===== config.mk =====
export PLATFORM = sky130hd
export DESIGN_NAME = window_fetch
export DESIGN_NICKNAME = d
export VERILOG_FILES = /design/src/rtl/window_fetch_pkg.sv /design/src/rtl/window_fetch_addr_gen.sv /design/src/rtl/window_fetch.sv
export SDC_FILE = /design/constraint.sdc
export NUM_CORES = 1
export LEC_CHECK = 0
export CAP_MARGIN = 30
export CORE_MARGIN = 2
export CORE_UTILIZATION = 55
export CTS_CLUSTER_DIAMETER = 60
export CTS_CLUSTER_SIZE = 28
export DETAILED_ROUTE_END_ITERATION = 10
export PLACE_DENSITY = 0.95
export SYNTH_ARGS = -nofsm -noshare
export SYNTH_HDL_FRONTEND = slang
export SYNTH_SLANG_ARGS = --single-unit

===== constraint.sdc =====
create_clock -name Win_CLK -period 15.68 [get_ports Win_CLK]
set_input_delay 2.352 -clock Win_CLK [delete_from_list [all_inputs] [get_ports Win_CLK]]
set_output_delay 2.352 -clock Win_CLK [all_outputs]
set_load 0.005 [all_outputs]

===== src/rtl/window_fetch_pkg.sv =====
// window_fetch_pkg: shared window geometry, memory command codes and FSM states for window_fetch.
package window_fetch_pkg;
  localparam int WIN_SIZE = 3;
  localparam int WIN_PIX = WIN_SIZE * WIN_SIZE;
  localparam logic [1:0] MEM_RD = 2'b10;
  localparam logic [1:0] MEM_IDLE = 2'b00;
  typedef enum logic [2:0] {S_IDLE, S_ROW_RD, S_ROW_CAP, S_COL_RD, S_COL_CAP, S_OUT, S_FIN} state_t;
  // Row loads walk the window column by column, top to bottom.
  function automatic logic [1:0] slot_r(input logic [3:0] k);
    return 2'(k % 4'd3);
  endfunction
  function automatic logic [1:0] slot_c(input logic [3:0] k);
    return 2'(k / 4'd3);
  endfunction
endpackage


===== src/rtl/window_fetch_addr_gen.sv =====
// window_fetch_addr_gen: clamps a neighbour coordinate to the image and forms its linear address.
module window_fetch_addr_gen #(
  parameter int ADDR_WIDTH = 32,
  parameter int IMG_W = 512,
  parameter int IMG_H = 512,
  parameter int CNT_W = 10
) (
  input  logic [CNT_W-1:0]      x,
  input  logic [CNT_W-1:0]      y,
  input  logic [1:0]            dx,
  input  logic [1:0]            dy,
  output logic [ADDR_WIDTH-1:0] addr
);
  localparam logic [CNT_W:0] X_OVR = (CNT_W+1)'(IMG_W + 1);
  localparam logic [CNT_W:0] Y_OVR = (CNT_W+1)'(IMG_H + 1);
  localparam logic [CNT_W:0] X_MAX = (CNT_W+1)'(IMG_W - 1);
  localparam logic [CNT_W:0] Y_MAX = (CNT_W+1)'(IMG_H - 1);
  localparam logic [CNT_W:0] ONE = (CNT_W+1)'(1);
  logic [CNT_W:0] xs, ys, cx, cy;
  // Offsets are biased by one (0,1,2 -> -1,0,+1) so the sum never goes negative.
  always_comb begin
    xs = {1'b0, x} + (CNT_W+1)'(dx);
    ys = {1'b0, y} + (CNT_W+1)'(dy);
    cx = xs == '0 ? '0 : xs == X_OVR ? X_MAX : xs - ONE;
    cy = ys == '0 ? '0 : ys == Y_OVR ? Y_MAX : ys - ONE;
    addr = ADDR_WIDTH'(cy) * ADDR_WIDTH'(IMG_W) + ADDR_WIDTH'(cx);
  end
endmodule


===== src/rtl/window_fetch.sv =====
// window_fetch: streams every edge-replicated 3x3 neighbourhood of a stored image in raster order.
module window_fetch
  import window_fetch_pkg::*;
#(
  parameter int DATA_WIDTH = 24,
  parameter int ADDR_WIDTH = 32,
  parameter int IMG_W = 512,
  parameter int IMG_H = 512,
  parameter int CNT_W = 10
) (
  input  logic                          Win_CLK,
  input  logic                          Win_RST,
  input  logic                          Win_START,
  output logic                          Win_BUSY,
  output logic                          Win_DONE,
  output logic [1:0]                    Win_MRW,
  output logic [ADDR_WIDTH-1:0]         Win_MADDR,
  input  logic [DATA_WIDTH-1:0]         Win_MDATA,
  output logic                          Win_WVALID,
  input  logic                          Win_WREADY,
  output logic [WIN_PIX*DATA_WIDTH-1:0] Win_WDATA,
  output logic [CNT_W-1:0]              Win_WX,
  output logic [CNT_W-1:0]              Win_WY
);
  localparam logic [CNT_W-1:0] X_LAST = CNT_W'(IMG_W - 1);
  localparam logic [CNT_W-1:0] Y_LAST = CNT_W'(IMG_H - 1);
  state_t state, state_n;
  logic [CNT_W-1:0] x, y, x_n, y_n;
  logic [3:0] k, k_n;
  logic [DATA_WIDTH-1:0] win [WIN_SIZE][WIN_SIZE];
  logic [1:0] dx, dy;
  logic [ADDR_WIDTH-1:0] addr;
  logic rd_n, xfer;
  assign xfer = state == S_OUT && Win_WREADY;
  assign rd_n = state_n == S_ROW_RD || state_n == S_COL_RD;
  // Address is formed from next-state counters so the read strobe and address register together.
  assign dx = state_n == S_COL_RD ? 2'd2 : slot_c(k_n);
  assign dy = state_n == S_COL_RD ? k_n[1:0] : slot_r(k_n);
  assign Win_WVALID = state == S_OUT;
  assign Win_BUSY = state != S_IDLE && state != S_FIN;
  assign Win_DONE = state == S_FIN;
  assign Win_WX = x;
  assign Win_WY = y;
  for (genvar r = 0; r < WIN_SIZE; r++) begin : g_r
    for (genvar c = 0; c < WIN_SIZE; c++) begin : g_c
      assign Win_WDATA[(WIN_SIZE*r+c)*DATA_WIDTH +: DATA_WIDTH] = win[r][c];
    end
  end
  window_fetch_addr_gen #(
    .ADDR_WIDTH(ADDR_WIDTH),
    .IMG_W(IMG_W),
    .IMG_H(IMG_H),
    .CNT_W(CNT_W)
  ) u_addr (
    .x(x_n),
    .y(y_n),
    .dx(dx),
    .dy(dy),
    .addr(addr)
  );
  always_comb begin
    state_n = state;
    x_n = x;
    y_n = y;
    k_n = k;
    case (state)
      S_IDLE: if (Win_START) begin
        state_n = S_ROW_RD;
        x_n = '0;
        y_n = '0;
        k_n = '0;
      end
      S_ROW_RD: state_n = S_ROW_CAP;
      S_ROW_CAP: begin
        state_n = k == 4'd8 ? S_OUT : S_ROW_RD;
        k_n = k + 4'd1;
      end
      S_COL_RD: state_n = S_COL_CAP;
      S_COL_CAP: begin
        state_n = k == 4'd2 ? S_OUT : S_COL_RD;
        k_n = k + 4'd1;
      end
      S_OUT: if (Win_WREADY) begin
        k_n = '0;
        if (x != X_LAST) begin
          x_n = x + CNT_W'(1);
          state_n = S_COL_RD;
        end else if (y != Y_LAST) begin
          x_n = '0;
          y_n = y + CNT_W'(1);
          state_n = S_ROW_RD;
        end else begin
          state_n = S_FIN;
        end
      end
      S_FIN: state_n = S_IDLE;
      default: state_n = S_IDLE;
    endcase
  end
  always_ff @(posedge Win_CLK or posedge Win_RST) begin
    if (Win_RST) begin
      state <= S_IDLE;
      x <= '0;
      y <= '0;
      k <= '0;
      Win_MRW <= MEM_IDLE;
      Win_MADDR <= '0;
      win <= '{default: '0};
    end else begin
      state <= state_n;
      x <= x_n;
      y <= y_n;
      k <= k_n;
      Win_MRW <= rd_n ? MEM_RD : MEM_IDLE;
      if (rd_n) Win_MADDR <= addr;
      if (state == S_ROW_CAP) win[slot_r(k)][slot_c(k)] <= Win_MDATA;
      if (state == S_COL_CAP) win[k[1:0]][2] <= Win_MDATA;
      // Sliding right keeps two columns; the new right column is fetched next.
      if (xfer && x != X_LAST) begin
        for (int r = 0; r < WIN_SIZE; r++) begin
          win[r][0] <= win[r][1];
          win[r][1] <= win[r][2];
        end
      end
    end
  end
endmodule


==> insert_results.sql <==
INSERT INTO impl_metrics (metric_group, metric, value, unit) VALUES
('place', 'place.detailed.hpwl', '30800', 'um'),
('grt', 'pin_count_of_the_biggest_net_entering_global_routing', '124', ''),
('status', 'status', 'finished clean', ''),
('die', 'floorplan.core_area', '24200', 'sq um'),
('run', 'drv_cap', '0', ''),
('clocking', 'root_buffer', 'sky130_fd_sc_hd__clkbuf_16', ''),
('die', 'floorplan.die_area', '25900', 'sq um'),
('setup_path', 'worstSetupStartpointType', 'primary input', ''),
('power_and_ir_drop', 'ir_worst_vdd', '0.000173', 'V'),
('setup_path', 'cp-end-kind', 'flip-flop', ''),
('yosys', 'synth_cells', '1398', ''),
('timing', 'finalMaxSlewViolations', '0', ''),
('power_and_ir_drop', 'leakage', '7.97', 'nW'),
('timing', 'max_slew_margin', '32.0', '%'),
('grt', 'global_route_wire_length_before_repair', '71800', 'um'),
('grt', 'via_count_of_the_first_global_routing_pass', '12600', ''),
('clocking', 'worst_setup_hold_path_clk_slew', '70', 'ps'),
('hold_path', 'hold_path_class', 'reg -> reg', ''),
('timing', 'tns', '0', 'ps'),
('clocking', 'tritoncts_clock_tree', 'built', ''),
('timing', 'fin_ws', '5970', 'ps'),
('timing', 'timing_worst_slew_pin_value', '1020', 'ps'),
('layout', 'insertedDiodeCount', '0', ''),
('clocking', 'cts_setup_buffers', '0', ''),
('detailed_routing', 'number_of_design_rule_violations_left_by_the_first_detailed_router_iteration', '1612', ''),
('place', 'dpl-instance-area', '16700', 'sq um'),
('hold_path', 'hold_start', 'Win_WDATA[154]$_DFFE_PP0P_', ''),
('layout', 'flow.area_growth_from_synthesis', '29.1', '%'),
('setup_path', 'path_class', 'in -> reg', ''),
('power_and_ir_drop', 'pwr_density_cell', '238', 'nW/um^2'),
('setup_path', 'startpoint_of_the_most_critical_register_to_register_path', 'Win_WX[0]$_DFF_PP0_', ''),
('detailed_routing', 'avg_wl_per_cell', '23.5', 'um'),
('yosys', 'number_of_flip_flops_and_latches_in_the_synthesized_netlist', '265', ''),
('timing', 'final_period_minus_worst_setup_slack', '9710', 'ps'),
('die', 'placement_rows', '57', ''),
('clocking', 'ctsResizeCount', '0', ''),
('die', 'chipWidth', '161', 'um'),
('setup_path', 'crit_top_cell', 'sky130_fd_sc_hd__ha_1', ''),
('yosys', 'synth_area_per_cell', '9.71', 'sq um'),
('yosys', 'ys_async_rst_share', '100', '%'),
('detailed_routing', 'detail_route.first_pass.iterations', '8', ''),
('setup_path', 'crit_path_max_fanout', '12', ''),
('detailed_routing', 'wirelength', '46400', 'um'),
('setup_path', 'worst_r2r_endpoint', 'Win_MADDR[17]$_DFFE_PP0P_', ''),
('grt', 'global_route.overflow_total', '0', ''),
('layout', 'stdcell_area', '17500', 'sq um'),
('layout', 'finish.cell_count_without_fillers', '1976', ''),
('detailed_routing', 'drc', '0', ''),
('yosys', 'post_synth_instance_area', '13600', 'sq um'),
('setup_path', 'crit_slowest_cell', 'sky130_fd_sc_hd__clkdlybuf4s50_1', ''),
('detailed_routing', 'dr_total_vias', '12700', ''),
('setup_path', 'slowest_delay', '790', 'ps'),
('die', 'die_height', '161', 'um'),
('place', 'post-place-cells', '1931', ''),
('grt', 'antenna_found_initial', '0', ''),
('setup_path', 'worstPathRequired', '16090', 'ps'),
('layout', 'finish.utilization', '72.3', '%'),
('place', 'port_buffers', '288', ''),
('yosys', 'yosysSeqAreaShare', '48.9', '%'),
('clocking', 'clock_tree.htree_level_count', '1', ''),
('yosys', 'ys.flop_type', 'sky130_fd_sc_hd__dfrtp_1', ''),
('timing', 'achievable-frequency', '103', 'MHz'),
('die', 'floorplan.initialDensity', '56.0', '%'),
('grt', 'grt_use_total', '35.1', '%'),
('timing', 'final_hold_viol_count', '0', ''),
('clocking', 'tritoncts.num_buffers', '25', ''),
('place', 'globalplace.congestion', '0.934', ''),
('detailed_routing', 'vias_per_cell', '6.44', ''),
('setup_path', 'reg2reg_slack', '6960', 'ps'),
('die', 'ioPinCount', '301', ''),
('clocking', 'cts_num_sinks', '265', '');
==> flip-flops by register name, summed over array words and instances (netlist names) <==
| register | flops |
|---|---|
| Win_MADDR | 21 |
| Win_MRW | 1 |
| Win_WDATA | 216 |
| Win_WX | 10 |
| Win_WY | 10 |
| k | 4 |
| state | 3 |
==> Yosys cell counts, drive strengths merged (4+ instances only) <==
| library cell | n | area share [%] |
|---|---|---|
| buf | 46 | 1.8 |
| nor3b | 6 | 0.33 |
| nand3b | 4 | 0.22 |
| o31ai | 8 | 0.48 |
| nor4 | 8 | 0.68 |
| a22oi | 150 | 8.3 |
| nand4 | 13 | 0.74 |
| a22o | 4 | 0.26 |
| xnor2 | 20 | 1.3 |
| o211ai | 6 | 0.33 |
| a31oi | 13 | 0.60 |
| a211oi | 5 | 0.35 |
| a32o | 4 | 0.30 |
| xor2 | 13 | 0.84 |
| and3 | 7 | 0.32 |
| a21oi | 27 | 1.1 |
| nand2 | 365 | 10 |
| a21o | 7 | 0.39 |
| and4 | 11 | 0.71 |
| nand3 | 19 | 0.74 |
| nor2b | 5 | 0.23 |
| a31o | 5 | 0.32 |
| mux2i | 9 | 0.66 |
| or3 | 8 | 0.37 |
| dfrtp | 265 | 49 |
| clkbuf | 61 | 1.7 |
| mux2 | 75 | 6.2 |
| ha | 24 | 2.2 |
| nor3 | 18 | 0.78 |
| o21ai | 31 | 1.2 |
| inv | 29 | 0.82 |
| and2 | 7 | 0.32 |
| nand2b | 7 | 0.32 |
| nor2 | 57 | 1.6 |
==> how the worst min path moves through the flow <==
stage / to / slack, ps / cells past startpoint
after floorplan: Win_MADDR[15]$_DFFE_PP0P_ / 470 / 2
after global placement: Win_WDATA[152]$_DFFE_PP0P_ / 460 / 2
after detailed placement: Win_WDATA[154]$_DFFE_PP0P_ / 460 / 2
after CTS: Win_WDATA[154]$_DFFE_PP0P_ / 480 / 2
after global routing: Win_MADDR[9]$_DFFE_PP0P_ / 500 / 2
final: Win_WDATA[154]$_DFFE_PP0P_ / 480 / 2
==> final cells by class <==
class                           instances  area, sq um
Fill cell                            1574         6730
Multi-Input combinational cell       1006         6440
Clock buffer                           26          639
Clock inverter                         19          230
Timing Repair Buffer                  305         3050
Inverter                               31          126
Tap cell                              324          405
Sequential cell                       265         6630
==> cell families after synthesis <==
family | count (synthesis) | share of synthesized area, %
muxes | 84 | 6.89
xor gates and xnor gates | 33 | 2.19
adders and majority gates | 27 | 2.66
other | 1 | 0.0276
and+or+nand+nor | 549 | 18.5
AOI/OAI and AO/OA | 301 | 16.5
buffers and inverters | 138 | 4.41
DFF | 265 | 48.9
==> report_power, final <==
| part | internal, W | switching, W |
|---|---|---|
| sequential | 0.000982 | 0.000266 |
| combinational | 0.00108 | 0.00121 |
| clock | 0.000331 | 0.000306 |
| total | 0.00239 | 0.00178 |
==> stage by stage <==
stage,total power (W),hold slack (ps)
6_report,0.00417,479
5_1_grt,0.00441,503
4_1_cts,0.00413,481
3_5_place_dp,0.00345,463
3_3_place_gp,0.00335,457
2_1_floorplan,0.00242,467
==> worst max-delay path: cells and delay by family <==
kind / cells / cell delay [ps]
muxes: 1 / 170
and+or+nand+nor: 8 / 2240
adders and majority gates: 7 / 2060
xor gates and xnor gates: 1 / 230
buffers and inverters: 4 / 960
AOI/OAI and AO/OA: 9 / 2090
==> placed cells by master (no fill, tap or decap), types with 5 or more instances in the layout <==
| cell | count |
|---|---|
| sky130_fd_sc_hd__o21ai_1 | 9 |
| sky130_fd_sc_hd__and4_1 | 11 |
| sky130_fd_sc_hd__nand3_1 | 18 |
| sky130_fd_sc_hd__nand4_1 | 10 |
| sky130_fd_sc_hd__and2_1 | 7 |
| sky130_fd_sc_hd__conb_1 | 12 |
| sky130_fd_sc_hd__a21o_1 | 7 |
| sky130_fd_sc_hd__xor2_1 | 13 |
| sky130_fd_sc_hd__mux2i_1 | 9 |
| sky130_fd_sc_hd__mux2_2 | 74 |
| sky130_fd_sc_hd__nor2b_1 | 5 |
| sky130_fd_sc_hd__inv_1 | 25 |
| sky130_fd_sc_hd__o21ai_0 | 18 |
| sky130_fd_sc_hd__nor2_1 | 43 |
| sky130_fd_sc_hd__clkbuf_16 | 25 |
| sky130_fd_sc_hd__nor2_2 | 13 |
| sky130_fd_sc_hd__dfrtp_1 | 265 |
| sky130_fd_sc_hd__a22oi_1 | 150 |
| sky130_fd_sc_hd__o211ai_1 | 6 |
| sky130_fd_sc_hd__nor3b_1 | 6 |
| sky130_fd_sc_hd__nand2_1 | 365 |
| sky130_fd_sc_hd__ha_1 | 24 |
| sky130_fd_sc_hd__nand2b_1 | 7 |
| sky130_fd_sc_hd__and3_1 | 7 |
| sky130_fd_sc_hd__xnor2_1 | 19 |
| sky130_fd_sc_hd__clkdlybuf4s50_1 | 288 |
| sky130_fd_sc_hd__nor3_1 | 16 |
| sky130_fd_sc_hd__o31ai_1 | 7 |
| sky130_fd_sc_hd__or3_1 | 8 |
| sky130_fd_sc_hd__a21oi_1 | 23 |
| sky130_fd_sc_hd__a31oi_1 | 13 |
| sky130_fd_sc_hd__clkinv_8 | 6 |
| sky130_fd_sc_hd__buf_4 | 14 |
==> layer usage <==
metal | part of all wire, % | up-vias | GRT usage, %
met4 | 6.3 | 0 | 19.8
met3 | 10 | 215 | 9.17
met2 | 47 | 904 | 57.4
li1 | - | 5436 | -
met1 | 36 | 6165 | 42.5
met5 | 0 | - | 0
No activity file was read; power rests on OpenSTA's default activity.
